File: src/rtl/final_pkg.sv
// Shared definitions for the multi-divisor search block: FSM state encoding
// and default widths for divisor words, memory addresses and candidates.
package final_pkg;

  localparam int unsigned D_WIDTH_DEF = 8;
  localparam int unsigned A_WIDTH_DEF = 8;
  localparam int unsigned V_WIDTH_DEF = 20;

  typedef enum logic [2:0] {
    IDLE    = 3'd0,
    LD_REQ  = 3'd1,
    LD_WAIT = 3'd2,
    CHK     = 3'd3,
    TEST    = 3'd4,
    DECIDE  = 3'd5,
    FIN     = 3'd6
  } state_t;

endpackage

File: src/rtl/mds_hit_test.sv
// Combinational divisibility test of one candidate against one divisor.
// Ports:
//   Val - candidate value (V_WIDTH)
//   Div - divisor word (D_WIDTH)
//   Hit - 1 when Div is non-zero and divides Val exactly
module mds_hit_test
  import final_pkg::*;
#(
  parameter int unsigned V_WIDTH = V_WIDTH_DEF,
  parameter int unsigned D_WIDTH = D_WIDTH_DEF
) (
  input  logic [V_WIDTH-1:0] Val,
  input  logic [D_WIDTH-1:0] Div,
  output logic               Hit
);

  logic [V_WIDTH-1:0] div_safe;
  logic [V_WIDTH-1:0] rem;

  // A zero divisor is replaced by 1 so the divider never sees zero; the
  // result is then masked because zero is never a hit.
  always_comb begin
    div_safe = (Div == '0) ? V_WIDTH'(1) : V_WIDTH'(Div);
    rem      = Val % div_safe;
    Hit      = (Div != '0) && (rem == '0);
  end

endmodule

File: src/rtl/multi_div_search.sv
// Multi-divisor search engine. On Go, reads NUM_DIV divisors from a
// synchronous-read memory into a local bank, then scans candidates
// Start..Limit and reports the first one divisible by at least MinHits
// of the loaded divisors.
// Ports:
//   Clk, Rst            - clock, asynchronous active-low reset
//   Go                  - start request (sampled in IDLE only)
//   Base/Start/Limit/MinHits - search arguments, latched on Go
//   Addr/Rw/En/Data     - memory master read port (Rw is always 0)
//   Busy/Done           - activity flag and one-cycle completion pulse
//   Found/Result/Hits   - search outcome, held until next Go is accepted
module multi_div_search
  import final_pkg::*;
#(
  parameter int unsigned D_WIDTH = D_WIDTH_DEF,
  parameter int unsigned A_WIDTH = A_WIDTH_DEF,
  parameter int unsigned V_WIDTH = V_WIDTH_DEF,
  parameter int unsigned NUM_DIV = 4,
  parameter int unsigned MEM_LAT = 1,
  localparam int unsigned H_WIDTH = $clog2(NUM_DIV + 1)
) (
  input  logic               Clk,
  input  logic               Rst,
  input  logic               Go,
  input  logic [A_WIDTH-1:0] Base,
  input  logic [V_WIDTH-1:0] Start,
  input  logic [V_WIDTH-1:0] Limit,
  input  logic [H_WIDTH-1:0] MinHits,
  output logic [A_WIDTH-1:0] Addr,
  output logic               Rw,
  output logic               En,
  input  logic [D_WIDTH-1:0] Data,
  output logic               Busy,
  output logic               Done,
  output logic               Found,
  output logic [V_WIDTH-1:0] Result,
  output logic [H_WIDTH-1:0] Hits
);

  localparam int unsigned I_WIDTH = (NUM_DIV > 1) ? $clog2(NUM_DIV) : 1;
  localparam int unsigned L_WIDTH = (MEM_LAT > 1) ? $clog2(MEM_LAT) : 1;
  localparam int unsigned C_WIDTH = H_WIDTH + 1;
  localparam logic [I_WIDTH-1:0] LAST_I    = I_WIDTH'(NUM_DIV - 1);
  localparam logic [L_WIDTH-1:0] LAST_W    = L_WIDTH'(MEM_LAT - 1);
  localparam logic [H_WIDTH-1:0] NUM_DIV_H = H_WIDTH'(NUM_DIV);

  state_t state_q, state_d;

  logic [A_WIDTH-1:0] base_q, base_d;
  logic [V_WIDTH-1:0] start_q, start_d;
  logic [V_WIDTH-1:0] limit_q, limit_d;
  logic [H_WIDTH-1:0] minhits_q, minhits_d;
  logic [I_WIDTH-1:0] i_q, i_d;
  logic [L_WIDTH-1:0] wcnt_q, wcnt_d;
  logic [D_WIDTH-1:0] bank_q [NUM_DIV];
  logic [D_WIDTH-1:0] bank_d [NUM_DIV];
  logic [V_WIDTH-1:0] val_q, val_d;
  logic [I_WIDTH-1:0] j_q, j_d;
  logic [H_WIDTH-1:0] cnt_q, cnt_d;

  logic [A_WIDTH-1:0] addr_q, addr_d;
  logic               en_q, en_d;
  logic               busy_q, busy_d;
  logic               done_q, done_d;
  logic               found_q, found_d;
  logic [V_WIDTH-1:0] result_q, result_d;
  logic [H_WIDTH-1:0] hits_q, hits_d;

  logic               hit_c;
  logic [C_WIDTH-1:0] cnt_hit_c;
  logic [C_WIDTH-1:0] rem_div_c;
  logic [C_WIDTH-1:0] min_c;
  logic [H_WIDTH-1:0] cnt_sat_c;
  logic               test_exit_c;
  logic               range_bad_c;

  // Divisibility of the current candidate by the current divisor
  mds_hit_test #(
    .V_WIDTH (V_WIDTH),
    .D_WIDTH (D_WIDTH)
  ) u_hit (
    .Val (val_q),
    .Div (bank_q[j_q]),
    .Hit (hit_c)
  );

  // Hit accounting and early-exit decision for the TEST state
  always_comb begin
    cnt_hit_c   = C_WIDTH'(cnt_q) + C_WIDTH'(hit_c);
    rem_div_c   = C_WIDTH'(LAST_I - j_q);
    min_c       = C_WIDTH'(minhits_q);
    cnt_sat_c   = (cnt_hit_c > C_WIDTH'(NUM_DIV)) ? NUM_DIV_H : H_WIDTH'(cnt_hit_c);
    // Exit once the target is met, divisors run out, or it is unreachable
    test_exit_c = (cnt_hit_c >= min_c) || (j_q == LAST_I) ||
                  ((cnt_hit_c + rem_div_c) < min_c);
    range_bad_c = (start_q > limit_q) || (minhits_q > NUM_DIV_H);
  end

  // State register
  always_ff @(posedge Clk or negedge Rst) begin
    if (!Rst) begin
      state_q <= IDLE;
    end else begin
      state_q <= state_d;
    end
  end

  // Next-state logic
  always_comb begin
    state_d = state_q;
    case (state_q)
      IDLE:    if (Go) state_d = LD_REQ;
      LD_REQ:  state_d = LD_WAIT;
      LD_WAIT: begin
        if (wcnt_q == LAST_W) begin
          state_d = (i_q == LAST_I) ? CHK : LD_REQ;
        end
      end
      CHK:     state_d = (range_bad_c || (minhits_q == '0)) ? FIN : TEST;
      TEST:    if (test_exit_c) state_d = DECIDE;
      DECIDE:  state_d = ((cnt_q >= minhits_q) || (val_q == limit_q)) ? FIN : TEST;
      FIN:     state_d = IDLE;
      default: state_d = IDLE;
    endcase
  end

  // Datapath and registered-output next values
  always_comb begin
    base_d    = base_q;
    start_d   = start_q;
    limit_d   = limit_q;
    minhits_d = minhits_q;
    i_d       = i_q;
    wcnt_d    = wcnt_q;
    bank_d    = bank_q;
    val_d     = val_q;
    j_d       = j_q;
    cnt_d     = cnt_q;
    found_d   = found_q;
    result_d  = result_q;
    hits_d    = hits_q;

    case (state_q)
      IDLE: begin
        if (Go) begin
          base_d    = Base;
          start_d   = (Start == '0) ? V_WIDTH'(1) : Start;
          limit_d   = Limit;
          minhits_d = MinHits;
          i_d       = '0;
          found_d   = 1'b0;
          result_d  = '0;
          hits_d    = '0;
        end
      end
      LD_REQ: wcnt_d = '0;
      LD_WAIT: begin
        // Data is valid MEM_LAT cycles after the En cycle
        if (wcnt_q == LAST_W) begin
          bank_d[i_q] = Data;
          if (i_q != LAST_I) i_d = i_q + I_WIDTH'(1);
        end else begin
          wcnt_d = wcnt_q + L_WIDTH'(1);
        end
      end
      CHK: begin
        val_d = start_q;
        j_d   = '0;
        cnt_d = '0;
        if (range_bad_c) begin
          found_d  = 1'b0;
          result_d = '0;
          hits_d   = '0;
        end else if (minhits_q == '0) begin
          found_d  = 1'b1;
          result_d = start_q;
          hits_d   = '0;
        end
      end
      TEST: begin
        cnt_d = cnt_sat_c;
        if (j_q != LAST_I) j_d = j_q + I_WIDTH'(1);
      end
      DECIDE: begin
        if (cnt_q >= minhits_q) begin
          found_d  = 1'b1;
          result_d = val_q;
          hits_d   = cnt_q;
        end else if (val_q == limit_q) begin
          // Stop at Limit without incrementing, so no wrap past all ones
          found_d  = 1'b0;
          result_d = '0;
          hits_d   = '0;
        end else begin
          val_d = val_q + V_WIDTH'(1);
          j_d   = '0;
          cnt_d = '0;
        end
      end
      default: ;
    endcase
  end

  // Output next values, derived from the state being entered
  always_comb begin
    en_d   = (state_d == LD_REQ);
    addr_d = en_d ? (base_d + A_WIDTH'(i_d)) : '0;
    busy_d = (state_d != IDLE);
    done_d = (state_d == FIN);
  end

  // Datapath and output registers
  always_ff @(posedge Clk or negedge Rst) begin
    if (!Rst) begin
      base_q    <= '0;
      start_q   <= '0;
      limit_q   <= '0;
      minhits_q <= '0;
      i_q       <= '0;
      wcnt_q    <= '0;
      bank_q    <= '{default: '0};
      val_q     <= '0;
      j_q       <= '0;
      cnt_q     <= '0;
      addr_q    <= '0;
      en_q      <= 1'b0;
      busy_q    <= 1'b0;
      done_q    <= 1'b0;
      found_q   <= 1'b0;
      result_q  <= '0;
      hits_q    <= '0;
    end else begin
      base_q    <= base_d;
      start_q   <= start_d;
      limit_q   <= limit_d;
      minhits_q <= minhits_d;
      i_q       <= i_d;
      wcnt_q    <= wcnt_d;
      bank_q    <= bank_d;
      val_q     <= val_d;
      j_q       <= j_d;
      cnt_q     <= cnt_d;
      addr_q    <= addr_d;
      en_q      <= en_d;
      busy_q    <= busy_d;
      done_q    <= done_d;
      found_q   <= found_d;
      result_q  <= result_d;
      hits_q    <= hits_d;
    end
  end

  assign Addr   = addr_q;
  assign Rw     = 1'b0;
  assign En     = en_q;
  assign Busy   = busy_q;
  assign Done   = done_q;
  assign Found  = found_q;
  assign Result = result_q;
  assign Hits   = hits_q;

endmodule

File: config.mk
export PLATFORM = sky130hd
export DESIGN_NAME = multi_div_search
export DESIGN_NICKNAME = d
export VERILOG_FILES = /design/src/rtl/final_pkg.sv /design/src/rtl/mds_hit_test.sv /design/src/rtl/multi_div_search.sv
export SDC_FILE = /design/constraint.sdc
export NUM_CORES = 1
export LEC_CHECK = 0
export CAP_MARGIN = 25
export CORE_MARGIN = 1.5
export CORE_UTILIZATION = 46
export DETAILED_ROUTE_END_ITERATION = 7
export PLACE_DENSITY = 0.63
export SKIP_CTS_REPAIR_TIMING = 1
export SYNTH_ARGS = -nofsm -noshare
export SYNTH_HDL_FRONTEND = slang
export SYNTH_HIERARCHICAL = 1
export SYNTH_SLANG_ARGS = --single-unit
File: constraint.sdc
create_clock -name Clk -period 48.1 [get_ports Clk]
set_input_delay 4.81 -clock Clk [delete_from_list [all_inputs] [get_ports Clk]]
set_output_delay 4.81 -clock Clk [all_outputs]
set_load 0.1 [all_outputs]
==> Word-level counts from Yosys, hierarchy flattened <==
Cells that the tools add are included.
{ "op_classes": {"n_addsub": 8, "n_div": 1, "n_lt_le_gt_ge": 9, "n_eq_ne": 18, "n_mux": 53, "bitwise": 3, "n_reduce_logical": 24} }
{ "op_table": {"columns": ["op", "count"], "rows": [
  ["$mux 20", 8],
  ["$pmux 20 s3", 1],
  ["$mux 8", 7],
  ["$logic_not 20->1", 2],
  ["$pmux 20 s2", 1],
  ["$mux 3", 11],
  ["$bwmux 32", 1],
  ["$add 20x1->20 const B", 1],
  ["$eq 20x20->1", 1],
  ["$gt 20x20->1", 1],
  ["$mod 20x20->20", 1],
  ["$mux 2", 9],
  ["$pmux 3 s3", 2],
  ["$pmux 3 s6", 1],
  ["$bmux 8 s2", 1],
  ["$demux 8 s2", 1],
  ["$ne 2x2->1 const B", 6],
  ["$eq 3x3->1 const B", 3],
  ["$reduce_bool 3->1", 3],
  ["$add 8x2->8", 1],
  ["$logic_not 8->1", 1],
  ["$reduce_and 4->1", 2],
  ["$reduce_bool 8->1", 1],
  ["$eq 3x1->1 const B", 2],
  ["other kinds (28)", 48]
]} }
{ "totals": {"regBits": 149, "inputBits": 62, "out_inout_bits": 36, "elab_cells": 137} }

==> Logic depth before layout (Yosys ltp) <==
{ "logic_depth": {"word_depth": 17, "mapped_depth": 231, "ltp_nobuf": 221} }

==> Hierarchy <==
The synthesis kept the hierarchy.
{ "modules_own_cells": {"columns": ["mod", "n_inst", "cells_per_inst", "area_per_inst_um2", "seq_area_each_um2"], "rows": [
  ["mds_hit_test", 1, 1275, 9012.4, 0.0],
  ["multi_div_search", 1, 764, 7847.5, 3703.6]
]} }

==> Least setup slack after synthesis <==
OpenSTA, ideal clock, no wires.
{ "synth_path": {"path_kind": "register to register", "startpoint": "reg j_q[0]", "endpoint": "reg busy_q (netlist: Busy)", "setup_ns": 0.131, "t_arrival_ns": 44.791, "required_ns": 47.969, "path_slack_ns": 3.178, "stages_incl_launch_ff": 217, "path_buffers": 12, "synth_period_minus_slack_ns": 44.922, "path_cell_list": "dfrtp_1 -> clkbuf_1 -> mux4_2 -> buf_2 -> nor4_4 -> nand2_2 -> nor2_1 -> nor2_1 -> ha_1 -> a21oi_1 -> ha_1 -> or4b_1 -> o311ai_1 -> a31oi_1 -> ha_1 -> a21oi_1 -> a211oi_4 -> a211oi_1 -> [... 181 more ...] -> a21oi_1 -> o21bai_1 -> a21oi_1 -> inv_1 -> nor4_1 -> xor2_1 -> nor2_1 -> o2111ai_1 -> a2111oi_1 -> ha_1 -> ha_1 -> fa_1 -> ha_1 -> a21boi_0 -> o21ai_0 -> a221oi_1 -> o21ai_0 -> or3_1"} }
{ "synth_via": {"elab_chain_cells": 16, "word_cells_on_any_way": 21, "classes_between": "add/sub (3); div (1); order compare (2); eq/ne (1); mux (6); bitwise (1); reduce/logical (7)"} }
{ "synth_lines": {"columns": ["element", "line_no", "text"], "rows": [
  ["start, declared", "multi_div_search.sv:58", "logic [I_WIDTH-1:0] j_q, j_d;"],
  ["start signal, assigned", "multi_div_search.sv:241", "j_q <= j_d;"],
  ["$not 2->3 (implied by the code) *", "multi_div_search.sv:83", ".Div (bank_q[j_q]),"],
  ["$bmux 8 s2 *", "multi_div_search.sv:83", null],
  ["$mux 8 (implied by the code) * (2 in a row)", "multi_div_search.sv:83", null],
  ["$logic_not 8->1", "mds_hit_test.sv:23", "div_safe = (Div == '0) ? V_WIDTH'(1) : V_WIDTH'(Div);"],
  ["$mux 8", "mds_hit_test.sv:23", null],
  ["$mod 20x20->20", "mds_hit_test.sv:24", "rem = Val % div_safe;"],
  ["$logic_not 20->1", "mds_hit_test.sv:25", "Hit = (Div != '0) && (rem == '0);"],
  ["$logic_and 1x1->1 *", "mds_hit_test.sv:25", null],
  ["named net hit_c", "multi_div_search.sv:69", "logic hit_c;"],
  ["[... 1 more ...]", null, null],
  ["$add 4x4->4 or $ge 4x3->1 (tied branches)", "multi_div_search.sv:95, multi_div_search.sv:94", null],
  ["$lt 4x3->1 or $logic_or 1x1->1 (tied branches)", "multi_div_search.sv:95, multi_div_search.sv:94", null],
  ["$logic_or 1x1->1 *", "multi_div_search.sv:94", "test_exit_c = (cnt_hit_c >= min_c) || (j_q == LAST_I) ||"],
  ["$mux 3 *", "multi_div_search.sv:120", "TEST: if (test_exit_c) state_d = DECIDE;"],
  ["$pmux 3 s6 *", "multi_div_search.sv:111", "case (state_q)"],
  ["named net state_d[0]", "multi_div_search.sv:47", "state_t state_q, state_d;"],
  ["$reduce_bool 3->1 *", "multi_div_search.sv:208", "busy_d = (state_d != IDLE);"],
  ["named net busy_d", "multi_div_search.sv:63", "logic busy_q, busy_d;"],
  ["end signal, assigned", "multi_div_search.sv:245", "busy_q <= busy_d;"],
  ["end, declared", "multi_div_search.sv:63", null]
]} }
Mark *: on every way through the listed nets, which the timed path passes. The rest lies on a longest branch. The select of a mux whose other input is x is not followed.
A chain may end at the register's enable or synchronous reset.

==> Worst setup path in the final report <==
Ends and elaborated chain as after synthesis.

==> out/metrics.cfg <==
[run_status]
outcome=finished, final reports clean

[final_layout]
nets=2374
n_fill_cell=3287
antennaDiodeCount=0
syn2layout_area_growth_pct=15.6
drive_above_1_share_pct=15.2

[timing]
period_share_pct=93.1
tightest_slew_ns=1.03
relSlewSlack_pct=31.1
fmax_ghz=0.0223
skew_ns=0.00842
setup_tns_ns=0
slew_violations=0
min_period_ns=44.77
hold_viol=0
setup_slack_ns=3.33
setup_viol=0

[detailed_routing]
routedWlPerCell_um=19.1
drtIter0Drc=969
vias_per_cell=6.21
drc=0
drtPass1Iterations=5
routed_wl_mm=49.9
vias=16242
antenna_left=0

[worst_setup_path]
startpoint_type=flop
worstReg2RegStart=j_q[0]
end_kind=flop
slowest_delay_ns=0.63
cp_common_cell=o21a_1
crit_path_start=j_q[0]
path_delay_family=compound AO/OA/AOI/OAI gates
crit_required_ns=48.41
critPathSlowestCell=mux4_2
crit_type=reg2reg
path_max_fanout=13
crit_buf_inv=8
arrival_ns=45.08

[yosys]
yosysSeqAreaShare_pct=22.0
ys_ff_latch=148
synth_most_common_cell=ha_1
ys_top_cells_by_count=ha_1, nand2_1, nor2_1
synth_area_sq_um=16900
synth_cells=2039
synth.largest_area_cell=dfrtp_1
synth_top_area_share_pct=22.0
synth_area_per_cell_sq_um=8.27
ys.flop_type=dfrtp_1
yosysUniqueCellTypes=113
synth.area.top_cells=dfrtp_1, ha_1, mux2_2
synth_warnings=6
synth_fp_nets=2273
synth_edf_count=0
async_reset_ff_share_pct=100

[grt]
grt_max_degree=105
grt_pass1_vias=15753
track_usage_pct=25.8
grt_overflow=0
antenna_found_initial=0
grt_pass1_wl_mm=80.3

[hold_path]
min_from=bank_q[9]
hp-class=reg2reg

[clock_network]
clockRootBuffer=clkbuf_16
cts_max_level=4
cts_max_path_buffers=2
cts_tree=yes
numCtsBuffers=17
cts.sinks=148
path_clk_slew_ns=0.07
insertion_delay_ns=0.43

[floorplanning]
core_sq_um=35800
initial_utilization_pct=47.1
die_h_um=194
die_w_um=194
std_cell_rows=69
io_pins=98
die-area_sq_um=37800

[placement]
io_buffers=96
place_ws_ns=-0.0610
gp_congestion=0.931
place_hpwl_mm=38.0

[run]
drv_cap=0

==> logic make-up (layout without fill, tap and decap cells) <==
logic type	after synthesis	count (layout)	share of synthesized area, %
other	1	1	0.0222
multiplexers	109	109	7.66
adder cells (fa/ha/maj)	172	172	12.9
AO/OA/AOI/OAI	624	624	26.4
buffers and inverters	186	300	4.44
flip-flops	148	148	22.0
XOR/XNOR	91	91	4.73
AND/OR/NAND/NOR	708	708	21.9
==> state kept, by name (all words and copies together), names as in the netlist, 3 cells and up <==
| register | cells |
|---|---|
| limit_q | 20 |
| val_q | 20 |
| Hits | 3 |
| Addr | 8 |
| start_q | 20 |
| bank_q | 32 |
| minhits_q | 3 |
| cnt_q | 3 |
| base_q | 8 |
| Result | 20 |
| state_q | 3 |
==> layout make-up <==
type	instances	area [sq um]	share of cell area, %
multi-input cells	1705	12800	65.4
flip-flops and latches	148	3710	19.0
repair buffers	165	1500	7.70
well taps	461	577	2.96
clock buffers	18	429	2.20
inverters	103	387	1.98
clock inverters	14	141	0.725
==> layout by cell type (no fill, tap or decap), types with 11 or more instances in the layout <==
cell	instances
ha_1	168
nand2_1	159
nor2_1	152
dfrtp_1	146
o21ai_0	118
inv_1	102
nor3_1	97
clkdlybuf4s50_1	95
a21oi_1	85
mux2_2	75
xnor2_1	66
buf_4	66
o21a_1	63
nand3_1	57
o31ai_1	49
nand4_1	32
a22o_1	28
a21o_1	26
xor2_1	25
or3_1	23
mux2i_1	21
and3_1	20
o211ai_1	20
o21ai_1	18
a31oi_1	18
a2bb2oi_1	18
nor2b_1	17
clkbuf_16	17
nand2b_1	16
or2_2	16
nor4_1	15
a21oi_2	14
a211oi_1	13
nor3_2	12
o22ai_1	12
and2_1	11
==> per-stage QoR <==
step	hold WS [ns]	cells	cell area, sq um	utilization [%]
2_1_floorplan	0.474	2039	16900	-
3_3_place_gp	0.483	2555	18400	51.3
3_5_place_dp	0.488	2557	18400	51.3
4_1_cts	0.503	2589	19000	52.9
5_1_grt	0.519	2614	19500	54.4
6_report	0.502	2614	19500	54.4
==> path summary, 6_finish.rpt <==
| check | to | slack, ns | depth (start not counted) |
|---|---|---|---|
| min in group asynchronous | Result[3] | 4.19 | 1 |
| setup / recovery | Busy | 3.33 | 213 |
| hold / removal | bank_q[9] | 0.50 | 1 |
| hold reg to reg | bank_q[9] | 0.50 | 1 |
| max in group asynchronous | j_q[0] | 42.54 | 3 |
| setup reg to reg | Busy | 3.33 | 213 |
==> metal layers <==
layer  wire [um]  part of all wire [%]  up-vias  track usage [%]
met5           0                     0        -                0
met2       24600                    49      445             45.2
met1       22300                    45     7809             33.6
met4        1030                   2.1        0             7.64
met3        1920                   3.8       79             2.29
li1            -                     -     7909                -
Power is not shown: default switching activity piles up to over one toggle a cycle in this logic, so the estimate is an artifact.
